$ cat config.mk
export PLATFORM = sky130hd
export DESIGN_NAME = kdf_feedback_ctrl
export DESIGN_NICKNAME = d
export VERILOG_FILES = /design/src/rtl/kdf_pkg.sv /design/src/rtl/kdf_msg_mux.sv /design/src/rtl/kdf_feedback_ctrl.sv
export SDC_FILE = /design/constraint.sdc
export NUM_CORES = 1
export LEC_CHECK = 0
export BUFFER_PORTS_ARGS = -buffer_cell sky130_fd_sc_hd__buf_2
export CAP_MARGIN = 40
export CORE_ASPECT_RATIO = 1.4
export CORE_UTILIZATION = 40
export CTS_CLUSTER_SIZE = 8
export DETAILED_ROUTE_END_ITERATION = 10
export HOLD_SLACK_MARGIN = 0.05
export PLACE_DENSITY = 0.69
export SYNTH_ARGS = -nofsm -noshare
export SYNTH_HDL_FRONTEND = slang
export SYNTH_SLANG_ARGS = --single-unit
$ cat constraint.sdc
create_clock -name clk -period 17 [get_ports clk]
set_input_delay 3.4 -clock clk [delete_from_list [all_inputs] [get_ports clk]]
set_output_delay 3.4 -clock clk [all_outputs]
set_load 0.01 [all_outputs]
$ cat src/rtl/kdf_pkg.sv
// Shared types and constants for the SP800-108 feedback-mode KDF sequencer.
package kdf_pkg;

  typedef enum logic [2:0] {
    ST_IDLE = 3'd0,
    ST_LOAD = 3'd1,
    ST_WAIT = 3'd2,
    ST_READ = 3'd3,
    ST_EMIT = 3'd4,
    ST_FIN  = 3'd5
  } kdf_state_e;

  localparam logic [31:0] PAD_WORD     = 32'h8000_0000;
  localparam logic [31:0] MSG_BITS     = 32'h0000_01A0;
  localparam int          LOAD_WORDS   = 16;
  localparam int          DIGEST_WORDS = 8;

  // Bit offset of 32-bit word k in a 256-bit vector where word 0 is the MSW.
  function automatic logic [7:0] word_lsb(input logic [2:0] k);
    return 8'd224 - {k, 5'd0};
  endfunction

endpackage

$ cat src/rtl/kdf_msg_mux.sv
// Selects message word idx of the pre-padded 512-bit feedback-mode block.
module kdf_msg_mux
  import kdf_pkg::*;
(
  input  logic [3:0]   idx,
  input  logic [255:0] fb,
  input  logic [31:0]  iter,
  input  logic [95:0]  fixed_info,
  input  logic [15:0]  out_len,
  output logic [31:0]  word
);

  always_comb begin
    word = 32'h0;
    case (idx)
      4'd8:    word = iter;
      4'd9:    word = fixed_info[95:64];
      4'd10:   word = fixed_info[63:32];
      4'd11:   word = fixed_info[31:0];
      4'd12:   word = {16'h0, out_len};
      4'd13:   word = PAD_WORD;
      4'd14:   word = 32'h0;
      4'd15:   word = MSG_BITS;
      default: word = fb[word_lsb(idx[2:0]) +: 32];
    endcase
  end

endmodule

$ cat src/rtl/kdf_feedback_ctrl.sv
// Runs the SHA256 core in SP800-108 feedback mode: load block, await digest,
// read it back as the next feedback value, and stream the key words out.
module kdf_feedback_ctrl
  import kdf_pkg::*;
#(
  parameter int MAX_ITER    = 16,
  parameter int EOC_TIMEOUT = 255
) (
  input  logic         clk,
  input  logic         rst,
  input  logic         start,
  input  logic [255:0] iv,
  input  logic [95:0]  fixed_info,
  input  logic [15:0]  out_len,
  output logic         busy,
  output logic         done,
  output logic         err,
  output logic [31:0]  key_word,
  output logic         key_valid,
  output logic         key_last,
  input  logic         key_ready,
  output logic         sha_soc,
  output logic [31:0]  sha_wdata,
  output logic         sha_rd,
  input  logic         sha_eoc,
  input  logic [31:0]  sha_rdata
);

  localparam int                WCNT_W    = $clog2(EOC_TIMEOUT + 1);
  localparam logic [WCNT_W-1:0] WCNT_LAST = WCNT_W'(EOC_TIMEOUT - 1);
  localparam logic [16:0]       MAX_LEN   = 17'(256 * MAX_ITER);

  kdf_state_e        state_q, state_d;
  logic [3:0]        j_q, j_d;
  logic [31:0]       i_q, i_d;
  logic [11:0]       rem_q, rem_d;
  logic [WCNT_W-1:0] wcnt_q, wcnt_d;
  logic [255:0]      fb_q, fb_d;
  logic [95:0]       fixed_q, fixed_d;
  logic [15:0]       len_q, len_d;
  logic              busy_q, busy_d, done_q, done_d, err_q, err_d;
  logic              last_q, last_d, soc_q, soc_d, rd_q, rd_d;
  logic [31:0]       wdata_q, wdata_d;
  logic [31:0]       msg_s;
  logic [16:0]       len_sum_s;
  logic [11:0]       nwords_s;
  logic              len_bad_s;

  assign len_bad_s = (out_len == 16'd0) || ({1'b0, out_len} > MAX_LEN);
  assign len_sum_s = {1'b0, out_len} + 17'd31;
  assign nwords_s  = 12'(len_sum_s >> 5);

  // The mux sees next-state values so sha_wdata can be registered in step with LOAD.
  kdf_msg_mux u_msg_mux (
    .idx        (j_d),
    .fb         (fb_d),
    .iter       (i_d),
    .fixed_info (fixed_d),
    .out_len    (len_d),
    .word       (msg_s)
  );

  // Next-state and registered-output decode.
  always_comb begin
    state_d = state_q;
    j_d     = j_q;
    i_d     = i_q;
    rem_d   = rem_q;
    wcnt_d  = wcnt_q;
    fb_d    = fb_q;
    fixed_d = fixed_q;
    len_d   = len_q;
    err_d   = err_q;
    case (state_q)
      ST_IDLE: begin
        if (start) begin
          fb_d    = iv;
          fixed_d = fixed_info;
          len_d   = out_len;
          i_d     = 32'd1;
          rem_d   = nwords_s;
          j_d     = 4'd0;
          err_d   = len_bad_s;
          state_d = len_bad_s ? ST_FIN : ST_LOAD;
        end else begin
          state_d = ST_IDLE;
        end
      end
      ST_LOAD: begin
        if (j_q == 4'(LOAD_WORDS - 1)) begin
          wcnt_d  = '0;
          state_d = ST_WAIT;
        end else begin
          j_d = j_q + 4'd1;
        end
      end
      ST_WAIT: begin
        if (sha_eoc) begin
          j_d     = 4'd0;
          state_d = ST_READ;
        end else if (wcnt_q == WCNT_LAST) begin
          err_d   = 1'b1;
          state_d = ST_FIN;
        end else begin
          wcnt_d = wcnt_q + WCNT_W'(1);
        end
      end
      ST_READ: begin
        fb_d[word_lsb(j_q[2:0]) +: 32] = sha_rdata;
        if (j_q == 4'(DIGEST_WORDS - 1)) begin
          j_d     = 4'd0;
          state_d = ST_EMIT;
        end else begin
          j_d = j_q + 4'd1;
        end
      end
      ST_EMIT: begin
        if (key_ready) begin
          rem_d = rem_q - 12'd1;
          if (rem_q == 12'd1) begin
            state_d = ST_FIN;
          end else if (j_q == 4'(DIGEST_WORDS - 1)) begin
            i_d     = i_q + 32'd1;
            j_d     = 4'd0;
            state_d = ST_LOAD;
          end else begin
            j_d = j_q + 4'd1;
          end
        end else begin
          state_d = ST_EMIT;
        end
      end
      ST_FIN:  state_d = ST_IDLE;
      default: state_d = ST_IDLE;
    endcase

    soc_d   = (state_d == ST_LOAD) && (state_q != ST_LOAD);
    wdata_d = (state_d == ST_LOAD) ? msg_s : 32'h0;
    rd_d    = (state_d == ST_READ);
    done_d  = (state_q == ST_FIN);
    busy_d  = (state_d != ST_IDLE);
    last_d  = (state_d == ST_EMIT) && (rem_d == 12'd1);
  end

  // State, datapath and output registers.
  always_ff @(posedge clk or posedge rst) begin
    if (rst) begin
      state_q <= ST_IDLE;
      j_q     <= 4'd0;
      i_q     <= 32'd0;
      rem_q   <= 12'd0;
      wcnt_q  <= '0;
      fb_q    <= 256'h0;
      fixed_q <= 96'h0;
      len_q   <= 16'h0;
      busy_q  <= 1'b0;
      done_q  <= 1'b0;
      err_q   <= 1'b0;
      last_q  <= 1'b0;
      soc_q   <= 1'b0;
      rd_q    <= 1'b0;
      wdata_q <= 32'h0;
    end else begin
      state_q <= state_d;
      j_q     <= j_d;
      i_q     <= i_d;
      rem_q   <= rem_d;
      wcnt_q  <= wcnt_d;
      fb_q    <= fb_d;
      fixed_q <= fixed_d;
      len_q   <= len_d;
      busy_q  <= busy_d;
      done_q  <= done_d;
      err_q   <= err_d;
      last_q  <= last_d;
      soc_q   <= soc_d;
      rd_q    <= rd_d;
      wdata_q <= wdata_d;
    end
  end

  assign key_valid = (state_q == ST_EMIT);
  assign key_word  = key_valid ? fb_q[word_lsb(j_q[2:0]) +: 32] : 32'h0;
  assign busy      = busy_q;
  assign done      = done_q;
  assign err       = err_q;
  assign key_last  = last_q;
  assign sha_soc   = soc_q;
  assign sha_rd    = rd_q;
  assign sha_wdata = wdata_q;

endmodule
==> results of run 1 <==
how the worst max path moves through the flow:
stage	start	endpoint	slack, ns	depth (start not counted)
3_3_place_gp	start	sha_wdata[19]	9.59	12
5_1_grt	key_ready	sha_wdata[19]	9.82	12
4_1_cts	j_q[0]	key_word[13]	10.10	5
2_1_floorplan	rst	busy	0.63	1
3_5_place_dp	key_ready	sha_wdata[24]	9.55	12
6_report	key_ready	sha_wdata[7]	9.99	12
routing by layer:
metal / wire [um] / share of wire (%)
met5: 122 / 0.11
met2: 51950 / 45
met4: 8297 / 7.2
met1: 42070 / 37
met3: 12420 / 11
where the power goes:
part | leakage (nW) | internal (mW) | switching, mW | total [mW]
registers | 5.84 | 1.58 | 0.296 | 1.87
clock network | 0.890 | 0.719 | 0.496 | 1.22
logic | 8.26 | 1.20 | 2.26 | 3.47
total | 15.0 | 3.50 | 3.06 | 6.56
state kept, by name, indices dropped and copies added (netlist names):
register / count
rem_q: 12
done: 1
sha_soc: 1
key_last: 1
i_q: 32
sha_rd: 1
err: 1
busy: 1
state_q: 3
len_q: 16
sha_wdata: 32
j_q: 4
wcnt_q: 8
fb_q: 256
fixed_q: 96
cell usage in the layout (no fill, tap or decap), types with 9 or more instances in the layout:
cell type / netlist / layout
a211oi_1: 13 / 13
a21o_1: 84 / 84
a21oi_1: 75 / 74
a22o_1: 80 / 80
a22oi_1: 180 / 180
a31oi_1: 28 / 26
and2_1: 11 / 11
and3_1: 23 / 20
buf_2: 101 / 476
buf_4: 15 / 49
clkbuf_16: 0 / 69
dfrtp_1: 465 / 462
inv_1: 32 / 31
mux2_2: 10 / 10
mux2i_1: 96 / 96
mux4_2: 64 / 64
nand2_1: 730 / 729
nand3_1: 82 / 81
nand4_1: 29 / 29
nor2_1: 131 / 126
nor3_1: 59 / 57
nor4_1: 15 / 15
o211ai_1: 41 / 41
o21ai_0: 79 / 78
o32ai_1: 10 / 10
xor2_1: 9 / 9
critical path, stage by stage:
cell	delay (ns)
buf_2	0.20
nand4bb_1	0.32
o221ai_2	0.21
a31oi_2	0.21
nor2_4	0.19
buf_4	0.66
buf_4	0.68
buf_4	0.59
nor2_2	0.16
a222oi_1	0.38
a211oi_1	0.19
o21a_1	0.15
kinds of logic after synthesis:
| group | count (synthesis) | synth area share (%) |
|---|---|---|
| and+or+nand+nor | 1155 | 19.52 |
| AOI/OAI and AO/OA | 720 | 20.23 |
| DFF | 465 | 44.56 |
| buffers and inverters | 298 | 5.193 |
| muxes | 170 | 9.630 |
| xor gates and xnor gates | 16 | 0.5366 |
| adders and majority gates | 7 | 0.3353 |
synth_stat cells (11+ instances only):
library cell  number
a211oi_1          13
a21o_1            84
a21oi_1           75
a22o_1            80
a22oi_1          180
a31oi_1           28
and2_1            11
and3_1            23
buf_1             20
buf_2            101
buf_4             15
clkbuf_1         119
dfrtp_1          465
inv_1             32
mux2i_1           96
mux4_2            64
nand2_1          730
nand3_1           82
nand4_1           29
nor2_1           131
nor3_1            59
nor4_1            15
o211ai_1          41
o21ai_0           79
layout make-up:
class	instances	area [sq um]	share of cell area, %
clock inverter	7	68.82	0.2229
clock buffer	73	1742	5.642
tap	840	1051	3.405
timing repair buffer	533	2918	9.452
multi-input combinational	2068	13270	42.97
antenna	8	20.02	0.06485
sequential	465	11640	37.72
inverter	37	158.9	0.5148
metrics by stage:
step,cell area [sq um],std cells
final,30870,4031
after detailed placement,29030,3942
after CTS,30840,4022
after floorplan,26120,2831
after global placement,28910,3936
after global routing,30860,4029
==> metrics.yaml, run 1 <==
status:
  status: "completed"
synth:
  async_flop_share_pct: 100.0
  ys_seq_area_share_pct: 44.56
  syn-num-nets: 3243
  synthTopCellsByArea: "dfrtp_1 (45%), nand2_1 (10%), mux4_2 (5.5%)"
  synth_top_area_share_pct: 44.56
  ys_warn_count: 0
  synth_cells: 2831
  synth_top_cell_by_area: "dfrtp_1"
  syn_avg_cell_area_sq_um: 9.225
  syn_area_sq_um: 26120
  synth_edf_count: 0
  synth_seq_cells: 465
  synth_ff_type: "dfrtp_1"
  yosysUniqueCellTypes: 97
timing:
  fin_skew_ns: 0.03000
  grt_setup_unrepaired: "no"
  hold_slack_ns: 0.4692
  fmax_ghz: 0.1426
  timing.final.ws_setup_ns: 9.988
  fin_crit_sh_pct: 41.25
  period_needed_ns: 7.012
  tns_ns: 0
  tightest_slew_ns: 1.007
  finalSetupViolCount: 0
  max_slew_margin_pct: 32.84
  hold_violations: 0
  finalMaxSlewViolations: 0
finish:
  fin_nets: 3585
  syn_to_final_growth_pct: 18.20
  drive_gt1_share_pct: 23.56
  nFillCells: 6216
  final_util_pct: 47.92
global_routing:
  grt_busiest_layer: "met2"
  grt_pass1_vias: 24914
  grt-ovfl-total: 0
  grtUsageMet1_pct: 42.78
  grt_antenna_before_repair: 19
  grt_max_degree: 201
  grt_pass1_wl_um: 166200
  use_met3_pct: 8.476
  track_usage_pct: 34.35
  met2_usage_pct: 52.76
setup_path:
  r2r-end: "sha_wdata[24]"
  cp-start-kind: "primary input"
  critPathMaxFanout: 58
  reg2reg_slack_ns: 10.69
  critPathKind: "in -> reg"
  cp-end-kind: "flip-flop"
  arrival_ns: 7.52
  cp.required_ns: 17.50
  reg2reg_depth: 13
  timing.rr.start: "state_q[1]"
floorplanning:
  start_util_pct: 40.55
  fp-row-count: 110
  design.core.area_sq_um: 64410
  die_y_um: 304.3
  pin_count: 476
  die_w_um: 218.0
  die_area_sq_um: 66330
power_and_ir_drop:
  total_power_mw: 6.555
  ir_drop_v: 0.0001418
  power.leakage_nw: 14.99
  power_density_nw_per_um2: 212.4
routing:
  wirelength_um: 114900
  drtAntennaViolNets: 0
  vias: 25369
  dr.first_iter.drc_count: 3050
  drt-pass1-iter-count: 6
  wire_per_inst_um: 28.50
  drc: 0
  via_per_inst: 6.293
worst_hold_path:
  hold_class: "reg -> reg"
  hold_path_depth: 2
  hold_path_end: "fixed_q[22]"
  hold_start: "fixed_q[22]"
clock_network:
  cts_tree: "yes"
  clock-sinks: 465
  cts-resized-gates: 0
  clk_pin_slew_ns: 0.05
  post-cts-setup-buffers: 0
  htreeDepth: 3
  root_buffer: "clkbuf_16"
  worstSkewPairLatency_ns: 0.62
  cts_buffers: 68
  ctsHoldBuffers: 0
  cts_buffer_depth: 3
run:
  drv_cap: 0
placed_design:
  globalplace.congestion: 0.9834
  detailedPlacementHpwl_um: 80750
  dp_slack_ns: 9.553
  numPortBuffers: 475
(Power assumes the default switching activity.)
==> inputs of run 2 (changes only) <==
--- a/config.mk
+++ b/config.mk
@@ -12,7 +12,7 @@
 export CTS_CLUSTER_SIZE = 8
 export DETAILED_ROUTE_END_ITERATION = 10
 export HOLD_SLACK_MARGIN = 0.05
-export PLACE_DENSITY = 0.69
+export PLACE_DENSITY = 0.67
 export SYNTH_ARGS = -nofsm -noshare
 export SYNTH_HDL_FRONTEND = slang
 export SYNTH_SLANG_ARGS = --single-unit
==> constraint.sdc (replaced) <==
create_clock -name clk -period 6.7 [get_ports clk]
set_input_delay 1.34 -clock clk [delete_from_list [all_inputs] [get_ports clk]]
set_output_delay 1.34 -clock clk [all_outputs]
set_load 0.01 [all_outputs]
==> run 2 against run 1 <==
Effect of this change:
- count of clock-buffer cells in the layout unchanged
- power increased to 2.5 times the previous value
- clock power increased to 2.5 times the previous value
- flip-flop and latch count unchanged
- clock skew increased by 0.018 ns
- final cell count decreased by 0.22%
- first-iteration DRC count decreased by 2.5%
- routed wire length decreased by 0.70%
- die area unchanged
- combinational power increased to 2.5 times the previous value
- sequential power increased to 2.6 times the previous value
- global-route usage decreased by 0.37 points
- critical path type is now reg -> reg
- highest routed layer unchanged
==> metrics.yaml, run 2 (same netlist as run 1, synthesis figures left out) <==
status:
  status: "completed"
clock_network:
  worstSkewPairLatency_ns: 0.64  # +0.02 ns
  htreeDepth: 3  # unchanged
  clk_pin_slew_ns: 0.05  # about the same
  cts_tree: "yes"
  cts_buffer_depth: 3  # unchanged
  cts-resized-gates: 0  # unchanged
  post-cts-setup-buffers: 0  # unchanged
  cts_buffers: 68  # unchanged
  root_buffer: "clkbuf_16"
  ctsHoldBuffers: 0  # unchanged
  clock-sinks: 465  # unchanged
worst_hold_path:
  hold_path_depth: 2  # unchanged
  hold_path_end: "fixed_q[49]"
  hold_class: "reg -> reg"
  hold_start: "fixed_q[49]"
finish:
  syn_to_final_growth_pct: 18.17  # about the same
  layout_commonest_cell: "nand2_1"
  final_cell_mix: "nand2_1 (729), buf_2 (476), dfrtp_1 (462), a22oi_1 (180), nor2_1 (126)"
  regMostFlops: "fb_q"
  top_regs: "fb_q: 256 flops, fixed_q: 96 flops"
  largest_reg_flops: 256  # unchanged
  fin_nets: 3584  # -0.028%
  finalInstanceArea_sq_um: 30860  # about the same
  drive_gt1_share_pct: 23.51  # -0.048 points
setup_path:
  reg2reg_slack_ns: 1.61  # -9.08 ns
  r2r-end: "sha_wdata[24]"
  cp-start-kind: "flip-flop"
  timing.rr.start: "state_q[1]"
  arrival_ns: 5.64  # -1.88 ns
  critPathMaxFanout: 44  # -24%
  critPathKind: "reg -> reg"
  cp-end-kind: "flip-flop"
  reg2reg_depth: 12  # -1
  cp.required_ns: 7.25  # -10.25 ns
timing:
  finalMaxSlewViolations: 0  # unchanged
  hold_violations: 0  # unchanged
  finalSetupViolCount: 0  # unchanged
  period_needed_ns: 5.086
  fin_crit_sh_pct: 75.91
  max_slew_margin_pct: 32.00  # -0.85 points
  hold_slack_ns: 0.4648  # -0.004443 ns
  tightest_slew_ns: 1.020  # +0.01268 ns
  grt_setup_unrepaired: "no"
  fin_skew_ns: 0.04751  # +0.01751 ns
  fmax_ghz: 0.1966
placed_design:
  globalplace.congestion: 0.9832  # about the same
  place_area_sq_um: 29050  # about the same
  numPortBuffers: 475  # unchanged
  detailedPlacementHpwl_um: 80670  # about the same
routing:
  vias: 25477  # +0.43%
  dr.first_iter.drc_count: 2973  # -2.5%
  wire_per_inst_um: 28.36  # -0.48%
  drt-pass1-iter-count: 8  # +2
  drtAntennaViolNets: 0  # unchanged
  wirelength_um: 114100  # -0.70%
  drc: 0  # unchanged
  via_per_inst: 6.334  # +0.65%
floorplanning:
  die_y_um: 304.3  # unchanged
  pin_count: 476  # unchanged
  fp-row-count: 110  # unchanged
  die_w_um: 218.0  # unchanged
  design.core.area_sq_um: 64410  # unchanged
  die_area_sq_um: 66330  # unchanged
  start_util_pct: 40.55  # unchanged
global_routing:
  track_usage_pct: 33.97  # -0.37 points
  grt_pass1_wl_um: 165100  # -0.69%
  grt-ovfl-total: 0  # unchanged
  grt_antenna_before_repair: 11  # -8
  grt_max_degree: 172  # -14%
  grt_pass1_vias: 25044  # +0.52%
power_and_ir_drop:
  ir_drop_v: 0.0004807  # +240%
  total_power_mw: 16.65  # +150%
  power_density_nw_per_um2: 539.6  # +150%
  power.leakage_nw: 14.99  # about the same
run:
  drv_cap: 0  # unchanged
## run 2: cell count changes in the layout (fill, tap and decap cells not counted), sizes merged
cell / before / now
buf: 533 / 531
clkdlybuf4s15: 0 / 1
clkinv: 4 / 3
clkinvlp: 0 / 1
diode: 8 / 1
inv: 40 / 39
## run 2: layout make-up
class | count | area (sq um)
multi-input combinational | 2068 | 13270
fill | 6211 | 33550
clock buffer | 73 | 1742
tap | 840 | 1051
antenna | 1 | 2.502
sequential | 465 | 11640
clock inverter | 6 | 67.56
inverter | 37 | 155.1
timing repair buffer | 532 | 2929
## run 2: where the power goes
group | total [mW] | switching, mW | internal [mW]
Sequential | 4.77 | 0.772 | 4.00
Combinational | 8.78 | 5.72 | 3.06
Clock | 3.10 | 1.28 | 1.82
## run 2: per-stage QoR
step           instances  worst slack [ns]  TNS (ns)  utilization (%)
2_1_floorplan       2831           -0.9349   -434.74                -
3_3_place_gp        3937             1.406         0            44.96
3_5_place_dp        3942             1.670         0            45.10
4_1_cts             4021             1.716         0            47.91
5_1_grt             4021             1.410         0            47.91
6_report            4022             1.614         0            47.91
## run 2: worst max-delay path, stage by stage (launching register included)
cell and delay (ns):
dfrtp_1 0.67, nor2_4 0.53, nand2_4 0.08, inv_2 0.42, nand4_1 0.30, nor4bb_1 0.22
or2_2 0.40, inv_6 0.39, buf_4 0.59, nor3_1 0.12, a2111oi_0 0.68, o31ai_1 0.34
a31oi_1 0.23
## run 2: worst max path at each step
stage,slack (ns),end,from
after floorplan,-0.93,busy,rst
after global placement,1.41,sha_wdata[11],key_ready
after detailed placement,1.67,sha_wdata[24],key_ready
after CTS,1.72,key_word[6],j_q[0]
after global routing,1.41,sha_wdata[24],state_q[1]
final,1.61,sha_wdata[24],state_q[1]
## run 2: routing by layer
layer | vias up | share of wire [%] | GRT usage [%]
met2 | 1687 | 46 | 53.07
met4 | 10 | 5.9 | 18.43
met5 | - | 0.057 | 0
met1 | 12515 | 37 | 42.42
li1 | 10920 | - | -
met3 | 345 | 11 | 9.335
